`config.mk`:
```
export PLATFORM = sky130hd
export DESIGN_NAME = spi_flash_sched
export DESIGN_NICKNAME = d
export VERILOG_FILES = /design/src/rtl/spi_flash_pkg.sv /design/src/rtl/spi_slot_timer.sv /design/src/rtl/spi_flash_sched.sv
export SDC_FILE = /design/constraint.sdc
export NUM_CORES = 1
export LEC_CHECK = 0
export CAP_MARGIN = 0
export CELL_PAD_IN_SITES_DETAIL_PLACEMENT = 0
export CELL_PAD_IN_SITES_GLOBAL_PLACEMENT = 1
export CORE_MARGIN = 1
export CORE_UTILIZATION = 38
export CTS_BUF_LIST = sky130_fd_sc_hd__clkbuf_16
export CTS_CLUSTER_SIZE = 40
export DETAILED_ROUTE_END_ITERATION = 16
export PLACE_DENSITY_LB_ADDON = 0.15
export SYNTH_ARGS = -nofsm -noshare
export SYNTH_HDL_FRONTEND = slang
export SYNTH_HIERARCHICAL = 1
export SYNTH_SLANG_ARGS = --single-unit
```
`constraint.sdc`:
```
create_clock -name p_clk -period 6.25 [get_ports p_clk]
set_input_delay 1.5625 -clock p_clk [delete_from_list [all_inputs] [get_ports p_clk]]
set_output_delay 1.5625 -clock p_clk [all_outputs]
set_load 0.01 [all_outputs]
```
`src/rtl/spi_flash_pkg.sv`:
```
// Shared types and constants for the two-requester SPI flash scheduler.
package spi_flash_pkg;

  typedef enum logic [2:0] {
    ST_IDLE,
    ST_CMD,
    ST_ADDR,
    ST_DATA,
    ST_DONE
  } state_t;

  localparam logic [7:0] CMD_READ_DFLT  = 8'h03;
  localparam logic [7:0] CMD_WRITE_DFLT = 8'h02;
  localparam int         ADDR_BYTES     = 3;
  localparam int         DATA_BYTES     = 4;

  // Byte k of an nbytes-wide word, counting from the most significant byte.
  function automatic logic [7:0] msb_byte(input logic [31:0] w, input int nbytes, input int k);
    logic [31:0] s;
    s = w >> (8 * (nbytes - 1 - k));
    return s[7:0];
  endfunction

endpackage

```
`src/rtl/spi_slot_timer.sv`:
```
// Divides p_clk into DIV-cycle SPI byte slots and produces the per-slot strobes.
module spi_slot_timer #(
  parameter int DIV = 4
) (
  input  logic i_clk,
  input  logic i_rst,
  input  logic i_run,
  output logic o_sclk,
  output logic o_slot_start,
  output logic o_sample,
  output logic o_slot_end
);

  localparam int            CW   = $clog2(DIV);
  localparam logic [CW-1:0] HALF = CW'(DIV / 2);
  localparam logic [CW-1:0] LAST = CW'(DIV - 1);

  logic [CW-1:0] r_cnt;

  always_ff @(posedge i_clk) begin
    if (i_rst || !i_run) begin
      r_cnt <= '0;
    end else if (r_cnt == LAST) begin
      r_cnt <= '0;
    end else begin
      r_cnt <= r_cnt + CW'(1);
    end
  end

  // The counter idles at 0, so the first active cycle is already count 0.
  assign o_sclk       = i_run && (r_cnt >= HALF);
  assign o_slot_start = i_run && (r_cnt == '0);
  assign o_sample     = i_run && (r_cnt == HALF);
  assign o_slot_end   = i_run && (r_cnt == LAST);

endmodule

```
`src/rtl/spi_flash_sched.sv`:
```
// Round-robin scheduler granting two requesters access to a byte-wide SPI flash
// for single 32-bit read or write transactions (CMD, 3 address bytes, 4 data bytes).
module spi_flash_sched
  import spi_flash_pkg::*;
#(
  parameter int         DIV       = 4,
  parameter logic [7:0] CMD_READ  = CMD_READ_DFLT,
  parameter logic [7:0] CMD_WRITE = CMD_WRITE_DFLT
) (
  input  logic        p_clk,
  input  logic        p_reset,
  input  logic        m0_req,
  input  logic        m0_write,
  input  logic [23:0] m0_addr,
  input  logic [31:0] m0_wdata,
  output logic [31:0] m0_rdata,
  output logic        m0_done,
  input  logic        m1_req,
  input  logic        m1_write,
  input  logic [23:0] m1_addr,
  input  logic [31:0] m1_wdata,
  output logic [31:0] m1_rdata,
  output logic        m1_done,
  output logic        busy,
  output logic        s_css,
  output logic        s_clk,
  output logic [7:0]  s_mosi,
  input  logic [7:0]  s_miso
);

  state_t      r_state;
  state_t      w_next;
  logic [1:0]  r_slot;
  logic        r_last;
  logic        r_who;
  logic        r_wr;
  logic [23:0] r_addr;
  logic [31:0] r_wdata;
  logic [31:0] r_shift;
  logic        w_run;
  logic        w_slot_start;
  logic        w_sample;
  logic        w_slot_end;
  logic        w_grant;
  logic        w_win1;
  logic        w_enter_done;

  // m1 wins outright when alone, and on a tie only if m0 was granted last.
  assign w_win1       = m1_req & (~m0_req | ~r_last);
  assign w_grant      = (r_state == ST_IDLE) & (m0_req | m1_req);
  assign w_enter_done = (r_state == ST_DATA) && (w_next == ST_DONE);

  spi_slot_timer #(
    .DIV(DIV)
  ) u_timer (
    .i_clk       (p_clk),
    .i_rst       (p_reset),
    .i_run       (w_run),
    .o_sclk      (s_clk),
    .o_slot_start(w_slot_start),
    .o_sample    (w_sample),
    .o_slot_end  (w_slot_end)
  );

  always_ff @(posedge p_clk) begin
    if (p_reset) begin
      r_state <= ST_IDLE;
    end else begin
      r_state <= w_next;
    end
  end

  always_comb begin
    w_next = r_state;
    case (r_state)
      ST_IDLE: if (w_grant) w_next = ST_CMD;
      ST_CMD:  if (w_slot_end) w_next = ST_ADDR;
      ST_ADDR: if (w_slot_end && r_slot == 2'(ADDR_BYTES - 1)) w_next = ST_DATA;
      ST_DATA: if (w_slot_end && r_slot == 2'(DATA_BYTES - 1)) w_next = ST_DONE;
      ST_DONE: w_next = ST_IDLE;
      default: w_next = ST_IDLE;
    endcase
  end

  always_comb begin
    w_run  = 1'b0;
    busy   = 1'b1;
    s_css  = 1'b1;
    s_mosi = 8'h00;
    case (r_state)
      ST_IDLE: busy = 1'b0;
      ST_CMD: begin
        w_run  = 1'b1;
        s_css  = 1'b0;
        s_mosi = r_wr ? CMD_WRITE : CMD_READ;
      end
      ST_ADDR: begin
        w_run  = 1'b1;
        s_css  = 1'b0;
        s_mosi = msb_byte({8'h00, r_addr}, ADDR_BYTES, int'(r_slot));
      end
      ST_DATA: begin
        w_run  = 1'b1;
        s_css  = 1'b0;
        s_mosi = r_wr ? msb_byte(r_wdata, DATA_BYTES, int'(r_slot)) : 8'h00;
      end
      default: ;
    endcase
  end

  always_ff @(posedge p_clk) begin
    if (p_reset) begin
      r_slot   <= '0;
      r_last   <= 1'b1;
      r_who    <= 1'b0;
      r_wr     <= 1'b0;
      m0_done  <= 1'b0;
      m1_done  <= 1'b0;
      m0_rdata <= '0;
      m1_rdata <= '0;
    end else begin
      m0_done <= w_enter_done & ~r_who;
      m1_done <= w_enter_done & r_who;
      if (w_slot_end) begin
        r_slot <= (w_next != r_state) ? 2'd0 : r_slot + 2'd1;
      end
      if (w_grant) begin
        r_who  <= w_win1;
        r_last <= w_win1;
        r_wr   <= w_win1 ? m1_write : m0_write;
      end
      if (w_enter_done && !r_wr) begin
        if (r_who) m1_rdata <= r_shift;
        else       m0_rdata <= r_shift;
      end
    end
  end

  // Transaction operands are frozen at grant; requester inputs are ignored afterwards.
  always_ff @(posedge p_clk) begin
    if (w_grant) begin
      r_addr  <= w_win1 ? m1_addr : m0_addr;
      r_wdata <= w_win1 ? m1_wdata : m0_wdata;
    end
    if (w_slot_start && r_state == ST_CMD) begin
      r_shift <= '0;
    end else if (w_sample && r_state == ST_DATA) begin
      r_shift <= {r_shift[23:0], s_miso};
    end
  end

endmodule

```
==> summary by stage, run 1 <==
STA
Setup repair after global routing left no endpoint under its margin. The final hold violation count was 0. In the finished design, the share of the clock period the worst path needs comes to 0.801.

For the final database, setup skew stands at 7.63 ps. The setup slack after layout is 1240 ps. The final count of negative-setup-slack endpoints is 0. In this run the tightest slew margin relative to its limit is 0.160. After routing, the total negative slack on setup checks comes to 0 ps. The total count of max-transition violations in the final report was 0. Timing would allow up to 200 MHz. Counting I/O delays and the setup requirement, the final critical path takes 5010 ps. On the final layout, the worst hold slack is 451 ps. The slew at the pin closest to its max-slew limit is 1260 ps.

Placement
The cell total after placement is roughly 1100. The detailed placer's ending HPWL is 11.8 mm. At the placement stage, the worst setup path has a slack of 1640 ps. The placer's final routability congestion estimate is 0.827. Input and output buffers added on the ports amount to 202.

Yosys
The area of the mapped netlist is 6770 um2. The post-synthesis register bit count is 164. Of the total synthesized cell area, the portion taken by XOR and XNOR cells is 0.

The warning count from the yosys run is 6. The share of synthesized area in the top cell type comes to 0.319. The synthesized design spends more area on one cell type than any other, namely sky130_fd_sc_hd__dfxtp_1. The number of instances in the synthesized netlist is 671. In the synthesized netlist the async set-or-reset flop fraction comes to 0. The main combinational cell family by area after synthesis is simple AND/OR/NAND/NOR gates. The number of flops mapped to enable cells by yosys is 56. sky130_fd_sc_hd__nand2_1 is the most common cell in the netlist. By count the netlist is led by 198 x sky130_fd_sc_hd__nand2_1, 108 x sky130_fd_sc_hd__dfxtp_1, 105 x sky130_fd_sc_hd__a21oi_1. Of the total synthesized cell area, the portion taken by full adders, half adders and majority gates is 0.0111. The mean instance size in the synthesized netlist is 10.1 um2. The most used flip-flop cell after synthesis is sky130_fd_sc_hd__dfxtp_1.

The portion of synthesized area spent on multiplexers is 0.133. The distinct cell type count of the synthesized netlist is between 40 and 50. Sorting the synthesized cells by area gives the leading types as sky130_fd_sc_hd__dfxtp_1 32%, sky130_fd_sc_hd__edfxtp_1 25%, sky130_fd_sc_hd__nand2_1 11%. The number of nets handed over by synthesis was between 800 and 900.

Of the total synthesized cell area, the portion taken by AND, OR, NAND and NOR gates is 0.152. For this run, the register share of the synthesized area comes to 0.568. The share of the synthesized area in compound gates (AO/OA/AOI/OAI) came to 0.0976.

Job
The max-cap check violation count is 0.

Floorplanning
The area inside the core boundary is approximately 17000 um2. The initial standard-cell utilization of the core is 0.390. In this run the vertical extent of the chip is 135 um. The number of placement rows is 48.

From left edge to right edge, the die measures about 140 um. The floorplan step defined a die boundary enclosing 18300 um2. The number of ports placed on the die boundary is a little over 200.

Critical path
Data on the critical path arrives at its endpoint at between 3000 and 4000 ps. The beginning of the worst register-to-register path is r_state[1]$_SDFF_PP0_. The delay of the slowest critical-path stage is 950 ps. The number of buffer and inverter instances along the worst setup path is 2.

The critical path goes through inv_1 > ha_1 > mux2i_1 > a211o_1 > o311ai_1 > clkdlybuf4s50_1. The type of the setup path with the least slack is flop to primary output. Of all nets on the critical path, the largest fanout is 22. The worst endpoint required time is 4690 ps. The kind of cell with the highest combined delay along the critical path is flip-flops.

The standard cell with the maximum stage delay on the critical path is sky130_fd_sc_hd__dfxtp_1. The most critical setup path has its startpoint at r_slot[0]$_SDFFE_PP0P_. The sort of element at the end of the critical path is a primary output. The worst setup path is launched from a flop.

Pwr
The switching share of total power is 0.211. The internal power of the cells totals 1860 uW. In this run the static leakage power is 0.00332 uW. For this design the total switching power over the nets is approximately 500 uW.

VDD sags by at most 0.182 mV. The total power is 2360 uW. Of the total power, combinational logic draws 0.085. The share of total power dissipated in the clock network is 0.417. The share of total power dissipated in sequential elements is 0.497. For this design the ratio of total power to cell area is around 250 nW/um2.

Clock tree
Buffers inserted to repair hold after CTS numbered 0. Clock tree synthesis inserted a total of 17 buffers. TritonCTS built the clock tree. The number of setup buffers added after CTS is 0. The clock passes through at most 2 buffers. The number of clock sinks is 164. The number of cells upsized or downsized after cts is 0. The depth of the CTS H-tree is 4. The latest clock arrival within the worst-skew pair is 420 ps. The clock-pin slew on the worst setup and hold paths is 60 ps. The tree is rooted in a sky130_fd_sc_hd__clkbuf_16.

GRT
The via count of the first global-routing pass is 5380. The global-route track usage on met1 is 0.226. For this run, the total global-route usage over all layers was measured as 0.192. The initial antenna violation count is 0. The total grt overflow is 0. For this run, global-route usage on met3 was measured as 0.0527.

Entering global routing, the biggest net connects 76 pins. In the global route stage, met2 resource usage came out at 0.342. In this run the most used layer during global routing was met2. The first global-routing pass estimated between 20 and 30 mm of wire.

Routing
Dividing the detail-routed via count by the number of cells gives 4.88. The detailed-router iteration count before antenna repair is 4. The final routed wire length divided by cell count is 15.1 um.

The number of DRC markers after the initial detailed-route iteration is 150. The aggregate routed wire length is 16.5 mm. The count of nets left with antenna violations after detail routing is 0. After detailed routing, the number of remaining DRC violations is 0. The vias after detailed routing is between 5000 and 6000.

Outcome
The flow ran to the end, and the final reports show no timing, DRC or antenna violations.

Final layout
For this run, the post-layout net count is 986. The number of antenna diodes in the final layout is 0. The area growth from synthesis to layout is 40.4%. The count of fill cells added during filler insertion is 1528. For this run, the number of standard cells in the final layout without fillers is 1092. In the final layout, the share of cells above drive strength 1 is 0.126.

Worst hold path
The worst hold path begins at m0_rdata[6]$_SDFFE_PP0P_. The class of the most critical hold timing path is flop to flop.
[final cells by class]
type / instances / area [um2] / share of cell area
Sequential cell: 164 / 3840 / 0.405
Multi-Input combinational cell: 448 / 2680 / 0.282
Timing Repair Buffer: 210 / 2080 / 0.219
Clock buffer: 17 / 425 / 0.0448
Tap cell: 225 / 282 / 0.0296
Clock inverter: 15 / 140 / 0.0148
Inverter: 13 / 48.8 / 0.00514
[worst min-delay path: stages, from the launching register on]
cell                      delay (ps)
sky130_fd_sc_hd__dfxtp_1         310
sky130_fd_sc_hd__nand2_1          50
sky130_fd_sc_hd__a21oi_1          50
[path summary, 6_finish.rpt]
path / slack, ps / end / depth (start not counted)
max reg2reg: 3210 / m1_rdata[30]$_SDFFE_PP0P_ / 7
max: 1240 / s_mosi[0] / 6
min reg2reg: 450 / m0_rdata[6]$_SDFFE_PP0P_ / 2
min: 450 / m0_rdata[6]$_SDFFE_PP0P_ / 2
[layout by cell type (no fill, tap or decap), types with 8 or more instances in the layout]
master and instances:
sky130_fd_sc_hd__nand2_1 198, sky130_fd_sc_hd__clkbuf_16 17, sky130_fd_sc_hd__nor2_1 13, sky130_fd_sc_hd__a21oi_1 105, sky130_fd_sc_hd__dfxtp_1 108, sky130_fd_sc_hd__mux4_2 8
sky130_fd_sc_hd__inv_1 16, sky130_fd_sc_hd__mux2i_1 9, sky130_fd_sc_hd__buf_4 8, sky130_fd_sc_hd__clkdlybuf4s50_1 201, sky130_fd_sc_hd__mux2_2 56, sky130_fd_sc_hd__edfxtp_1 56
[per-layer routing]
metal	routed length (um)	vias to the layer above
met5	0	-
met4	137	0
met3	884	10
met2	8540	170
met1	6920	2470
li1	-	2679
[sequential cells by signal, indices dropped and copies added, names as in the netlist, 2 cells and up]
register,flops
r_slot,2
r_shift,32
r_addr,24
r_wdata,32
u_timer/r_cnt,2
m1_rdata,32
r_state,3
m0_rdata,32
[cell families (layout without fill, tap and decap cells)]
family | Yosys count | after routing
buffers and inverters | 59 | 255
AO/OA/AOI/OAI | 125 | 125
flip-flops | 164 | 164
multiplexers | 73 | 73
adder cells (fa/ha/maj) | 6 | 6
AND/OR/NAND/NOR | 244 | 244
[through the flow]
step                instance area, um2   util
floorplan                         6770      -
detailed placement                8930  0.515
CTS                               9500  0.547
finish                            9500  0.547
global route                      9500  0.547
global placement                  8930  0.515
[power groups by stage]
stage	Sequential [uW]	Combinational (uW)	Clock (uW)
3_5_place_dp	1200	203	0
3_3_place_gp	1200	200	0
5_1_grt	1180	220	1060
2_1_floorplan	1190	97.6	0
6_report	1170	201	985
4_1_cts	1170	204	1010
No activity file was read; power rests on OpenSTA's default activity.
==> run 2, diff against run 1 <==
Settings changed: CORE_UTILIZATION 38 to 32.
Clock period 6.25 ns to 4.3 ns, I/O delays scaled along.
==> summary by stage, run 2 (synthesized netlist as in run 1, its figures left out) <==
Outcome
The run finished with clean final reports.

Critical path
The delay of the slowest critical-path stage is 640 ps (-310 ps). The critical-path maximum fanout is 12 (-45%). The signal arrival time at the worst endpoint is 2890 ps (-550 ps). STA classifies the critical path endpoint as a primary output. The worst setup path is launched from a flop. The slack of the worst reg-to-reg path is 1400 ps (-1810 ps).

The startpoint identified for the worst register-to-register timing path is r_state[1]$_SDFF_PP0_. The type of the setup path with the least slack is flop to primary output. The standard cell with the maximum stage delay on the critical path is sky130_fd_sc_hd__clkdlybuf4s50_1. The signal on the critical path passes through inv_1 > ha_2 > mux2i_1 > a211o_1 > o311ai_1 > clkdlybuf4s50_1. The worst reg2reg path depth was 8 (+1). The worst setup path startpoint is r_slot[0]$_SDFFE_PP0P_. The reg-to-reg endpoint is m0_rdata[12]$_SDFFE_PP0P_. The worst endpoint required time is 3220 ps (-1470 ps).

GRT
The combined global-route utilization of all metal layers is 0.175 (-0.0170). The initial antenna violation count was 2 (+2). The total grt overflow came to 0 (unchanged). The pin count of the biggest net entering global routing is 45 (-41%).

The via count of the first global-routing pass came to 5448 (+1.3%). The first-pass GRT wire length came to 29.2 mm (+8.9%).

Routing
The count of unresolved DRC violations after routing is 0 (unchanged). The number of DRC markers after the initial detailed-route iteration is 273 (+82%). The via-per-instance ratio is 4.72 (-3.4%).

The aggregate routed wire length is 18.1 mm (+9.6%). The final routed wire length divided by cell count is 15.9 um (+5.0%). The vias after detailed routing is 5376 (+0.88%).

The count of nets left with antenna violations after detail routing is 0 (unchanged). The detailed-router iteration count before antenna repair was 4 (unchanged).

Worst hold path
The path class of the tightest hold or removal check is flop to flop. The origin of the worst min-delay path is m1_rdata[21]$_SDFFE_PP0P_. The sink of the worst hold path is m1_rdata[21]$_SDFFE_PP0P_. The cell depth of the worst hold path is 2 (unchanged).

Final layout
The count of fill cells added during filler insertion is 1899 (+24%). The layout net count is 989 (+0.30%). The fraction of layout cells with a size suffix above 1 is 0.134 (+0.00876). The sequential cell area came to 3840 um2 (unchanged).

The area occupied by multi-input gates is 2690 um2 (about the same). The number of diodes came to 0 (unchanged). The synthesis-to-layout area growth is 42.1%. The library cell used most frequently in the layout, excluding fill and tap cells, is sky130_fd_sc_hd__clkdlybuf4s50_1.

The utilization of the core after routing was 0.469 (-0.0780). Leaving out fill and tap cells, the most frequent cells in the layout are 201 x sky130_fd_sc_hd__clkdlybuf4s50_1, 198 x sky130_fd_sc_hd__nand2_1, 108 x sky130_fd_sc_hd__dfxtp_1, 105 x sky130_fd_sc_hd__a21oi_1. The final instance area was 9620 um2 (+1.3%).

STA
The final hold violation count is 0 (unchanged). The setup slack after layout is 337 ps (-906 ps). Static timing analysis puts the maximum clock frequency at 252 MHz. The clock skew after layout is 9.13 ps (+1.50 ps). Subtracting the final worst setup slack from the clock period gives between 3000 and 4000 ps. The max-slew headroom at the worst pin is 0.167 (+0.00717).

The final count of negative-setup-slack endpoints is 0 (unchanged). In the finished design, the share of the clock period the worst path needs comes to 0.922. The post-route setup TNS is 0 ps (unchanged).

Setup repair after global routing left no endpoint under its margin. The total count of max-transition violations in the final report is 0 (unchanged). The slew at the pin closest to its max-slew limit is 1250 ps (-12.1 ps).

Placement
The cell area after placement was 9040 um2 (+1.2%). The placer's final routability congestion estimate came to 0.893 (+8.0%). The count of input and output buffers was 202 (unchanged). The minimum setup slack after placement is 683 ps (-952 ps). The detailed placer's ending HPWL came to 13.4 mm (+14%).

Pwr
The leakage component of the power came to 0.00335 uW (+0.84%). The ratio of total power to cell area is 364 nW/um2 (+47%). The peak ir drop on the vdd network is 0.228 mV (+25%).

Clock tree
The number of cells upsized or downsized after cts is 0 (unchanged). The worst-case clock buffer depth is 2 (unchanged). The total clock buffers created by CTS is 17 (unchanged). The clock-pin slew on the worst setup and hold paths was 60 ps (about the same). The post-cts hold buffer count is 0 (unchanged). The latest clock arrival within the worst-skew pair is 420 ps (about the same). The number of clock sinks is 164 (unchanged).

The depth of the CTS H-tree came to 4 (unchanged). The count of buffers added by post-CTS timing repair for setup is 0 (unchanged). In this run the clock root is driven by a sky130_fd_sc_hd__clkbuf_16.

TritonCTS built the clock tree.

Floorplanning
The vertical extent of the die was 147 um (+8.8%). The number of ports placed on the die boundary came to 203 (unchanged). The horizontal die dimension is 147 um (+8.8%). The area inside the core boundary was 20500 um2 (+18%).

The number of placement rows came to 52 (+8.3%). The initial standard-cell utilization of the core is 0.330 (-0.0597). The floorplan die area came to 21700 um2 (+18%).

Job
The max-cap check violation count was 0 (unchanged).
==> run 2: changes by cell type in the layout (fill, tap and decap cells not counted), moves of 2 or more <==
cell	delta
sky130_fd_sc_hd__buf_12	+2
sky130_fd_sc_hd__inv_1	-3
sky130_fd_sc_hd__inv_2	+2
sky130_fd_sc_hd__inv_4	+2
sky130_fd_sc_hd__inv_6	+2
==> run 2: report_power, final <==
part	leakage [uW]	switching, uW	total, uW	internal, uW
sequential	0.00142	29.6	1710	1680
clock	0.000286	636	1500	860
combinational	0.00164	115	301	186
==> run 2: area by class of cell <==
| cell class | instances | share of cell area |
|---|---|---|
| repair buffers | 213 | 0.221 |
| well taps | 270 | 0.0351 |
| inverters | 13 | 0.00507 |
| multi-input cells | 448 | 0.279 |
| flip-flops and latches | 164 | 0.400 |
| clock inverters | 15 | 0.0159 |
| clock buffers | 17 | 0.0442 |
==> run 2: through the flow <==
stage,std cells,total power [uW],hold slack (ps)
2_1_floorplan,671,1870,437
3_3_place_gp,1108,2040,446
3_5_place_dp,1108,2050,447
4_1_cts,1140,3550,457
5_1_grt,1140,3640,479
6_report,1140,3500,453
==> run 2: how the worst max path moves through the flow <==
| stage | end | slack, ps | cells after the start |
|---|---|---|---|
| after floorplan | s_mosi[1] | 1240 | 8 |
| after global placement | s_mosi[7] | 790 | 6 |
| after detailed placement | s_mosi[7] | 680 | 6 |
| after CTS | s_mosi[0] | 210 | 6 |
| after global routing | s_mosi[0] | 160 | 6 |
| final | s_mosi[0] | 340 | 6 |
==> run 2: layer usage <==
layer / vias to the layer above / share of wire / global-route usage
met3: 27 / 0.059 / 0.0466
met2: 183 / 0.49 / 0.292
met5: - / 0.00072 / 0
li1: 2685 / - / -
met4: 2 / 0.025 / 0.0696
met1: 2479 / 0.42 / 0.215
==> run 2: critical path, delay by kind of cell (launching register included) <==
family / cells / cell delay [ps]
buffers and inverters: 2 / 810
adder cells (fa/ha/maj): 1 / 540
AO/OA/AOI/OAI: 2 / 420
multiplexers: 1 / 140
flip-flops: 1 / 560
